--- config.mk ---
export PLATFORM = sky130hd
export DESIGN_NAME = pipe_match_det
export DESIGN_NICKNAME = d
export VERILOG_FILES = /design/src/rtl/match_det_pkg.sv /design/src/rtl/match_stats.sv /design/src/rtl/pipe_match_det.sv
export SDC_FILE = /design/constraint.sdc
export NUM_CORES = 1
export LEC_CHECK = 0
export ABC_AREA = 0
export CAP_MARGIN = 10
export CORE_MARGIN = 3
export CORE_UTILIZATION = 30
export DETAILED_ROUTE_END_ITERATION = 8
export SETUP_SLACK_MARGIN = 0.05
export SLEW_MARGIN = 20
export SYNTH_ARGS = -nofsm -noshare
export SYNTH_HDL_FRONTEND = slang
export SYNTH_SLANG_ARGS = --single-unit
export TNS_END_PERCENT = 30
--- constraint.sdc ---
create_clock -name sclk -period 1.9 [get_ports sclk]
set_clock_uncertainty 0.1 [all_clocks]
set_input_delay 0.57 -clock sclk [delete_from_list [all_inputs] [get_ports sclk]]
set_output_delay 0.57 -clock sclk [all_outputs]
set_load 0.01 [all_outputs]
--- src/rtl/match_det_pkg.sv ---
// Shared types and helpers for the masked pattern detectors.
// Latency: n/a (types, constants and a combinational helper only).
// Backpressure: n/a.
package match_det_pkg;

    localparam int RUN_W = 8;
    // Widest sample the masked compare accepts; narrower callers zero-extend.
    localparam int MAX_W = 64;

    typedef struct packed {
        logic v;
        logic m;
        logic d;
    } stage_t;

    // Zero-extended mask bits are don't-care, so narrower operands compare correctly.
    function automatic logic masked_match(
        input logic [MAX_W-1:0] smp,
        input logic [MAX_W-1:0] pat,
        input logic [MAX_W-1:0] mask
    );
        return ((smp ^ pat) & mask) == '0;
    endfunction

endpackage

--- src/rtl/match_stats.sv ---
// Match statistics: saturating hit counter, sticky flag, run-length qualifier.
// Latency: registered, one cycle after the event on hit/v.
// Backpressure: none; an event is accepted every cycle.
module match_stats
    import match_det_pkg::*;
#(
    parameter int CNT_W   = 8,
    parameter int RUN_MIN = 1
) (
    input  logic             sclk,
    input  logic             rst,
    input  logic             hit,
    input  logic             v,
    input  logic             clr,
    output logic [CNT_W-1:0] hit_cnt,
    output logic             sticky,
    output logic             run_hit
);

    localparam logic [RUN_W-1:0] RUN_SAT = RUN_W'(RUN_MIN);

    logic [CNT_W-1:0] cnt_d, cnt_q;
    logic             sticky_d, sticky_q;
    logic [RUN_W-1:0] run_d, run_q;
    logic             run_hit_d, run_hit_q;

    always_comb begin
        cnt_d    = cnt_q;
        sticky_d = sticky_q;
        run_d    = run_q;
        if (clr) begin
            // clear beats a coincident hit
            cnt_d    = '0;
            sticky_d = 1'b0;
            run_d    = '0;
        end else if (hit) begin
            if (cnt_q != '1) begin
                cnt_d = cnt_q + 1'b1;
            end
            sticky_d = 1'b1;
            if (run_q < RUN_SAT) begin
                run_d = run_q + 1'b1;
            end
        end else if (v) begin
            run_d = '0;
        end
        run_hit_d = (run_d >= RUN_SAT);
    end

    always_ff @(posedge sclk or posedge rst) begin
        if (rst) begin
            cnt_q     <= '0;
            sticky_q  <= 1'b0;
            run_q     <= '0;
            run_hit_q <= 1'b0;
        end else begin
            cnt_q     <= cnt_d;
            sticky_q  <= sticky_d;
            run_q     <= run_d;
            run_hit_q <= run_hit_d;
        end
    end

    assign hit_cnt = cnt_q;
    assign sticky  = sticky_q;
    assign run_hit = run_hit_q;

endmodule

--- src/rtl/pipe_match_det.sv ---
// Masked pattern detector with a DELAY-deep output pipe and match statistics.
// Latency: DELAY cycles din->dout; statistics one cycle later.
// Backpressure: none; one sample per cycle, always accepted.
module pipe_match_det
    import match_det_pkg::*;
#(
    parameter int WIDTH   = 2,
    parameter int DELAY   = 4,
    parameter int CNT_W   = 8,
    parameter int RUN_MIN = 1
) (
    input  logic             sclk,
    input  logic             rst,
    input  logic             din_vld,
    input  logic [WIDTH-1:0] din,
    input  logic [WIDTH-1:0] pat,
    input  logic [WIDTH-1:0] mask,
    input  logic             inv,
    input  logic             clr,
    output logic             dout,
    output logic             dout_vld,
    output logic             run_hit,
    output logic [CNT_W-1:0] hit_cnt,
    output logic             sticky
);

    stage_t s1_d;
    stage_t last;
    logic   m_c;

    // Polarity is folded in at capture, so in-flight samples keep their old evaluation.
    always_comb begin
        m_c    = din_vld & masked_match(MAX_W'(din), MAX_W'(pat), MAX_W'(mask));
        s1_d.v = din_vld;
        s1_d.m = m_c;
        s1_d.d = din_vld & (m_c ^ inv);
    end

    for (genvar i = 0; i < DELAY; i++) begin : g_pipe
        stage_t stg_d;
        stage_t stg_q;

        if (i == 0) begin : g_first
            always_comb stg_d = s1_d;
        end else begin : g_next
            always_comb stg_d = g_pipe[i-1].stg_q;
        end

        always_ff @(posedge sclk or posedge rst) begin
            if (rst) begin
                stg_q <= '0;
            end else begin
                stg_q <= stg_d;
            end
        end
    end

    assign last     = g_pipe[DELAY-1].stg_q;
    assign dout     = last.d;
    assign dout_vld = last.v;

    match_stats #(
        .CNT_W  (CNT_W),
        .RUN_MIN(RUN_MIN)
    ) u_stats (
        .sclk   (sclk),
        .rst    (rst),
        .hit    (last.v & last.m),
        .v      (last.v),
        .clr    (clr),
        .hit_cnt(hit_cnt),
        .sticky (sticky),
        .run_hit(run_hit)
    );

endmodule
After elaboration in Yosys (flattened, before gate mapping)
Cells that the tools add are included.
{ "op_classes": {"order_cmp": 2, "mux": 9, "add_sub_neg": 2, "eq_ne": 1, "bitwise": 6, "n_reduce_logical": 4} }
{ "op_table": {"columns": ["operator", "n"], "rows": [
  ["logical NOT 64 bit", 1],
  ["2-to-1 mux 8 bit", 7],
  ["adder 8 x 1 -> 8 bit (second input constant)", 2],
  [">= comparator 8 x 1 -> 1 bit (second input constant)", 1],
  ["less-than comparator 8 x 1 -> 1 bit (second input constant)", 1],
  ["!= test 8 bit (second input constant)", 1],
  ["nonzero test 2 bit", 2],
  ["bitwise AND 1 bit", 3],
  ["bitwise AND 2 bit", 1],
  ["2-to-1 mux 1 bit", 2],
  ["AND reduction 2 bit", 1],
  ["XOR 2 bit", 1],
  ["XOR 1 bit", 1]
]} }
{ "word_totals": {"elab_cells": 40, "reg_bits": 30} }

Depth between registers and ports, before layout
{ "depth": {"ltp_word": 6, "ltp_mapped": 6, "mapped_depth_nobuf": 6} }

Hierarchy
Synthesis repeated with hierarchy kept, for this count alone.
{ "hier_totals": {"cells_unflattened": 114, "area_unflattened_um2": 1368.8} }
{ "by_module_without_submodules": {"columns": ["module", "cells_each", "area_per_inst_um2", "n_inst", "seq_area_each_um2"], "rows": [
  ["match_stats", 93, 1002.2, 1, 450.4],
  ["pipe_match_det", 21, 366.6, 1, 300.3]
]} }

Least setup slack after synthesis
Ideal clock, no wire load.
{ "synth_path": {"path_kind": "reg2reg", "start": "register u_stats.run_q[0]", "end": "register u_stats.run_q[0]", "t_arrival_ns": 1.342, "required_time_ns": 1.681, "setup_time_ns": 0.119, "path_slack_ns": 0.339, "path_stages_with_launch": 7, "cell_sequence": "dfrtp_1 > inv_1 > ha_1 > nand4b_2 > nor4b_4 > xnor2_1 > and2_1"} }
{ "synth_between": {"elab_chain_cells": 4} }
{ "synth_lines": {"columns": ["item", "line", "rtl"], "rows": [
  ["start: declaration", "match_stats.sv:24", "logic [RUN_W-1:0] run_d, run_q;"],
  ["start signal: assignment", "match_stats.sv:59", "run_q <= run_d;"],
  ["adder 8 x 1 -> 8 bit / less-than comparator 8 x 1 -> 1 bit (equally long branches)", "match_stats.sv:42, match_stats.sv:41", null],
  ["2-to-1 mux 8 bit", "match_stats.sv:41", "if (run_q < RUN_SAT) begin"],
  ["2-to-1 mux 8 bit (*)", "match_stats.sv:36", "end else if (hit) begin"],
  ["2-to-1 mux 8 bit (*)", "match_stats.sv:31", "if (clr) begin"],
  ["net u_stats.run_d[0]", "match_stats.sv:24", null]
]} }
The timed path passes the listed nets; every way through them passes the cells marked *.
A chain may end at the register's enable or synchronous reset.

Final worst setup path
{ "layout_path": {"start": "register u_stats.cnt_q[0], in the netlist u_stats.hit_cnt[0]", "end": "output port hit_cnt[0]"} }
{ "layout_rtl": {"columns": ["item", "line", "rtl"], "rows": [
  ["start: declaration", "match_stats.sv:22", "logic [CNT_W-1:0] cnt_d, cnt_q;"],
  ["start signal: assignment", "match_stats.sv:57", "cnt_q <= cnt_d;"],
  ["end: declaration", "pipe_match_det.sv:23", "output logic [CNT_W-1:0] hit_cnt,"]
]} }
No word-level cell between the ends.

==> metrics.log <==
INFO  metric detail_route.first_pass.iterations = 4
INFO  metric required = 1.23 ns
INFO  metric yosysMostFrequentCell = dfrtp_1
INFO  metric route.detailed.vias_per_inst = 4.85
INFO  metric fin_nets = 150
INFO  metric post_synth_edffs = 0
INFO  metric gr-usage-all-layers = 0.102
INFO  metric layout-area-overhead-vs-synth = 32.4%
INFO  metric worst_hold_path_type = reg2reg
INFO  metric ys_seq_elements = 30
INFO  metric power.ir.vdd_worst = 330 uV
INFO  metric fmax = 0.549 GHz
INFO  metric cap_viol_max_count = 0
INFO  metric synthTopCellsByArea = dfrtp_1 60%, and2_1 3.5%, xor2_1 3.5%
INFO  metric largest_fanout_on_the_critical_path = 2
INFO  metric cp_num_buf_inv = 1
INFO  metric critical_path_startpoint_category = flop
INFO  metric detailroute.via_count = 888
INFO  metric cts_tree = built
INFO  metric dieWidth = 70.6 um
INFO  metric cp_peak_stage_delay = 0.53 ns
INFO  metric ff2ff_setup_slack = 0.18 ns
INFO  metric timing.final.hold_violations = 0
INFO  metric io_buffers = 22
INFO  metric dpl-instance-area = 1570 sq um
INFO  metric routed_wl = 2240 um
INFO  metric fraction_of_synthesized_cell_area_taken_by_the_top_area_cell_type = 0.599
INFO  metric grt-ovfl-total = 0
INFO  metric hold_depth = 0
INFO  metric rsz0062_at_grt = yes
INFO  metric reg2reg_to = u_stats.run_q[0]$_DFF_PP0_
INFO  metric post-place-ws = -0.0847 ns
INFO  metric crit_chain = clkdlybuf4s50_1
INFO  metric cts-root-buf = clkbuf_8
INFO  metric yosys-top-cells-count = 30 x dfrtp_1, 11 x nor2_1, 7 x and2_1
INFO  metric clock-sinks = 30
INFO  metric antenna_found_initial = 0
INFO  metric power = 1.27 mW
INFO  metric final_design_area_no_fill = 1660 sq um
INFO  metric synthFlopType = dfrtp_1
INFO  metric initial_core_util = 0.325
INFO  metric num_io_pins = 23
INFO  metric dp.final_hpwl = 1690 um
INFO  metric final_critical_path_setup_slack = 0.0792 ns
INFO  metric wl_per_cell = 12.3 um
INFO  metric postSynthNetCount = 115
INFO  metric category_of_the_critical_setup_timing_path = reg2out
INFO  metric synth_seq_area_share = 0.599
INFO  metric synth_area = 1250 sq um
INFO  metric worst_setup_hold_path_clk_slew = 0.06 ns
INFO  metric gpl.final_weighted_congestion = 0.775
INFO  metric min_period = 1.82 ns
INFO  metric synth_cell_types = 35
INFO  metric first_iter_violations = 18
INFO  metric synth_largest_area_cell = dfrtp_1
INFO  metric avgSynthCellArea = 12.4 sq um
INFO  metric critPathCaptureType = output port
INFO  metric core = 3850 sq um
INFO  metric p_leak = 0.804 nW
INFO  metric ctsHtreeMaxLevel = 2
INFO  metric first_global_vias = 894
INFO  metric rows = 22
INFO  metric worstRegToRegCells = 6
INFO  metric finalCritPeriodShare = 0.958
INFO  metric grt_max_degree = 31
INFO  metric worstReg2RegStart = u_stats.run_q[0]$_DFF_PP0_
INFO  metric max_slew.worst_pin.slew = 0.373 ns
INFO  metric clkLatencyLatePin = 0.27 ns
INFO  metric ys_async_sr_fraction = 1.00
INFO  metric numCtsBuffers = 5
INFO  metric critPathTopFamily = buffers and inverters
INFO  metric worst_hold_slack = 0.244 ns
INFO  metric holdCritStartpoint = g_pipe[2].stg_q[2]$_DFF_PP0_
INFO  metric filler_cell_count = 371
INFO  metric worstPathArrival = 1.15 ns
INFO  metric grt_first_pass_wirelength = 3940 um
INFO  metric postSynthCellCount = 101
INFO  metric status = finished, final reports clean
INFO  metric powerDensity = 764 nW/um^2
INFO  metric holdPathEnd = dout_vld$_DFF_PP0_
INFO  metric stdcell_count = 183
INFO  metric drc_errors = 0
INFO  metric clock_tree_buf_depth = 2
INFO  metric slew_limit_fails = 0
INFO  metric final-setup-viol-count = 0
INFO  metric post_route_antenna_net_violation_count = 0
INFO  metric place_inst = 176
INFO  metric antenna_cells = 0
INFO  metric die_footprint = 4990 sq um
INFO  metric chipHeight = 70.6 um
INFO  metric max_slew_margin = 0.751
INFO  metric critical_path.slowest_cell = clkdlybuf4s50_1
INFO  metric ratio_of_cells_with_drive_above_1_in_the_final_layout = 0.156
INFO  metric ys.warnings.count = 0
## state kept, by name (all words and copies together) (netlist names)
| name | cells |
|---|---|
| dout | 1 |
| dout_vld | 1 |
| g_pipe.stg_q | 10 |
| u_stats.hit_cnt | 8 |
| u_stats.run_hit | 1 |
| u_stats.run_q | 8 |
| u_stats.sticky | 1 |
## report_power, final
group | leakage [nW] | switching (mW) | internal (mW)
combinational | 0.366 | 0.0514 | 0.0596
sequential | 0.395 | 0.00999 | 0.664
clock | 0.0431 | 0.205 | 0.278
total | 0.804 | 0.267 | 1.00
## placed cells by master (no fill, tap or decap), drive strengths merged, types with 3 or more instances in the layout
master / count
buf: 7
xor2: 5
a21oi: 3
nor2: 11
dfrtp: 30
dlygate4sd2: 7
ha: 3
nand2: 3
clkdlybuf4s50: 14
clkbuf: 6
o21ai: 3
and2: 8
inv: 6
## worst max-delay path by stage
stage,from,endpoint,cells after the start
final,u_stats.hit_cnt[0]$_DFFE_PP0P_,hit_cnt[0],1
after global routing,u_stats.hit_cnt[3]$_DFFE_PP0P_,hit_cnt[3],1
after CTS,u_stats.hit_cnt[0]$_DFFE_PP0P_,hit_cnt[0],1
after detailed placement,pat[0],g_pipe[0].stg_q[0]$_DFF_PP0_,4
after global placement,pat[0],g_pipe[0].stg_q[0]$_DFF_PP0_,4
after floorplan,u_stats.run_q[0]$_DFF_PP0_,u_stats.run_q[0]$_DFF_PP0_,6
## per-stage QoR
| step | util | setup TNS (ns) |
|---|---|---|
| floorplan | - | 0 |
| global placement | 0.408 | -0.0150 |
| detailed placement | 0.408 | -0.0958 |
| CTS | 0.430 | 0 |
| global route | 0.431 | 0 |
| finish | 0.431 | 0 |
## timing repair
| action | CTS | global route |
|---|---|---|
| hold buffers | 0 | 0 |
| setup endpoints to repair | 8 | 4 |
| setup buffers | 1 | 0 |
| pin swaps | 0 | 0 |
| gates resized for setup | 9 | 1 |
## worst register-to-register path: cells and delay by family, from the launching register on
| family | cells | cell delay, ns |
|---|---|---|
| buffers and inverters | 1 | 0.12 |
| adder cells (fa/ha/maj) | 1 | 0.22 |
| AND/OR/NAND/NOR | 3 | 0.69 |
| flip-flops | 1 | 0.39 |
| XOR/XNOR | 1 | 0.09 |
## cells by family (layout without fill, tap and decap cells)
logic type               after synthesis  count (layout)  synth area share
flip-flops                            30              30             0.599
AO/OA/AOI/OAI                         18              18             0.112
XOR/XNOR                               7               7            0.0489
multiplexers                           2               2            0.0160
AND/OR/NAND/NOR                       34              34             0.173
adder cells (fa/ha/maj)                3               3            0.0299
buffers and inverters                  7              41            0.0220
## layout make-up
| type | instances | area, sq um | share of cell area |
|---|---|---|---|
| sequential | 30 | 753 | 0.454 |
| multi-input combinational | 64 | 475 | 0.286 |
| timing repair buffer | 29 | 267 | 0.161 |
| clock buffer | 6 | 82.6 | 0.0497 |
| tap | 48 | 60.1 | 0.0362 |
| inverter | 6 | 22.5 | 0.0136 |
## metal layers
layer | track usage | up-vias | share of wire
met5 | 0 | - | 0
met4 | 0.0564 | 0 | 0.020
met3 | 0.0398 | 6 | 0.057
met2 | 0.162 | 20 | 0.49
met1 | 0.116 | 434 | 0.43
li1 | - | 428 | -
Note: power is estimated with default switching activity, not from simulation.
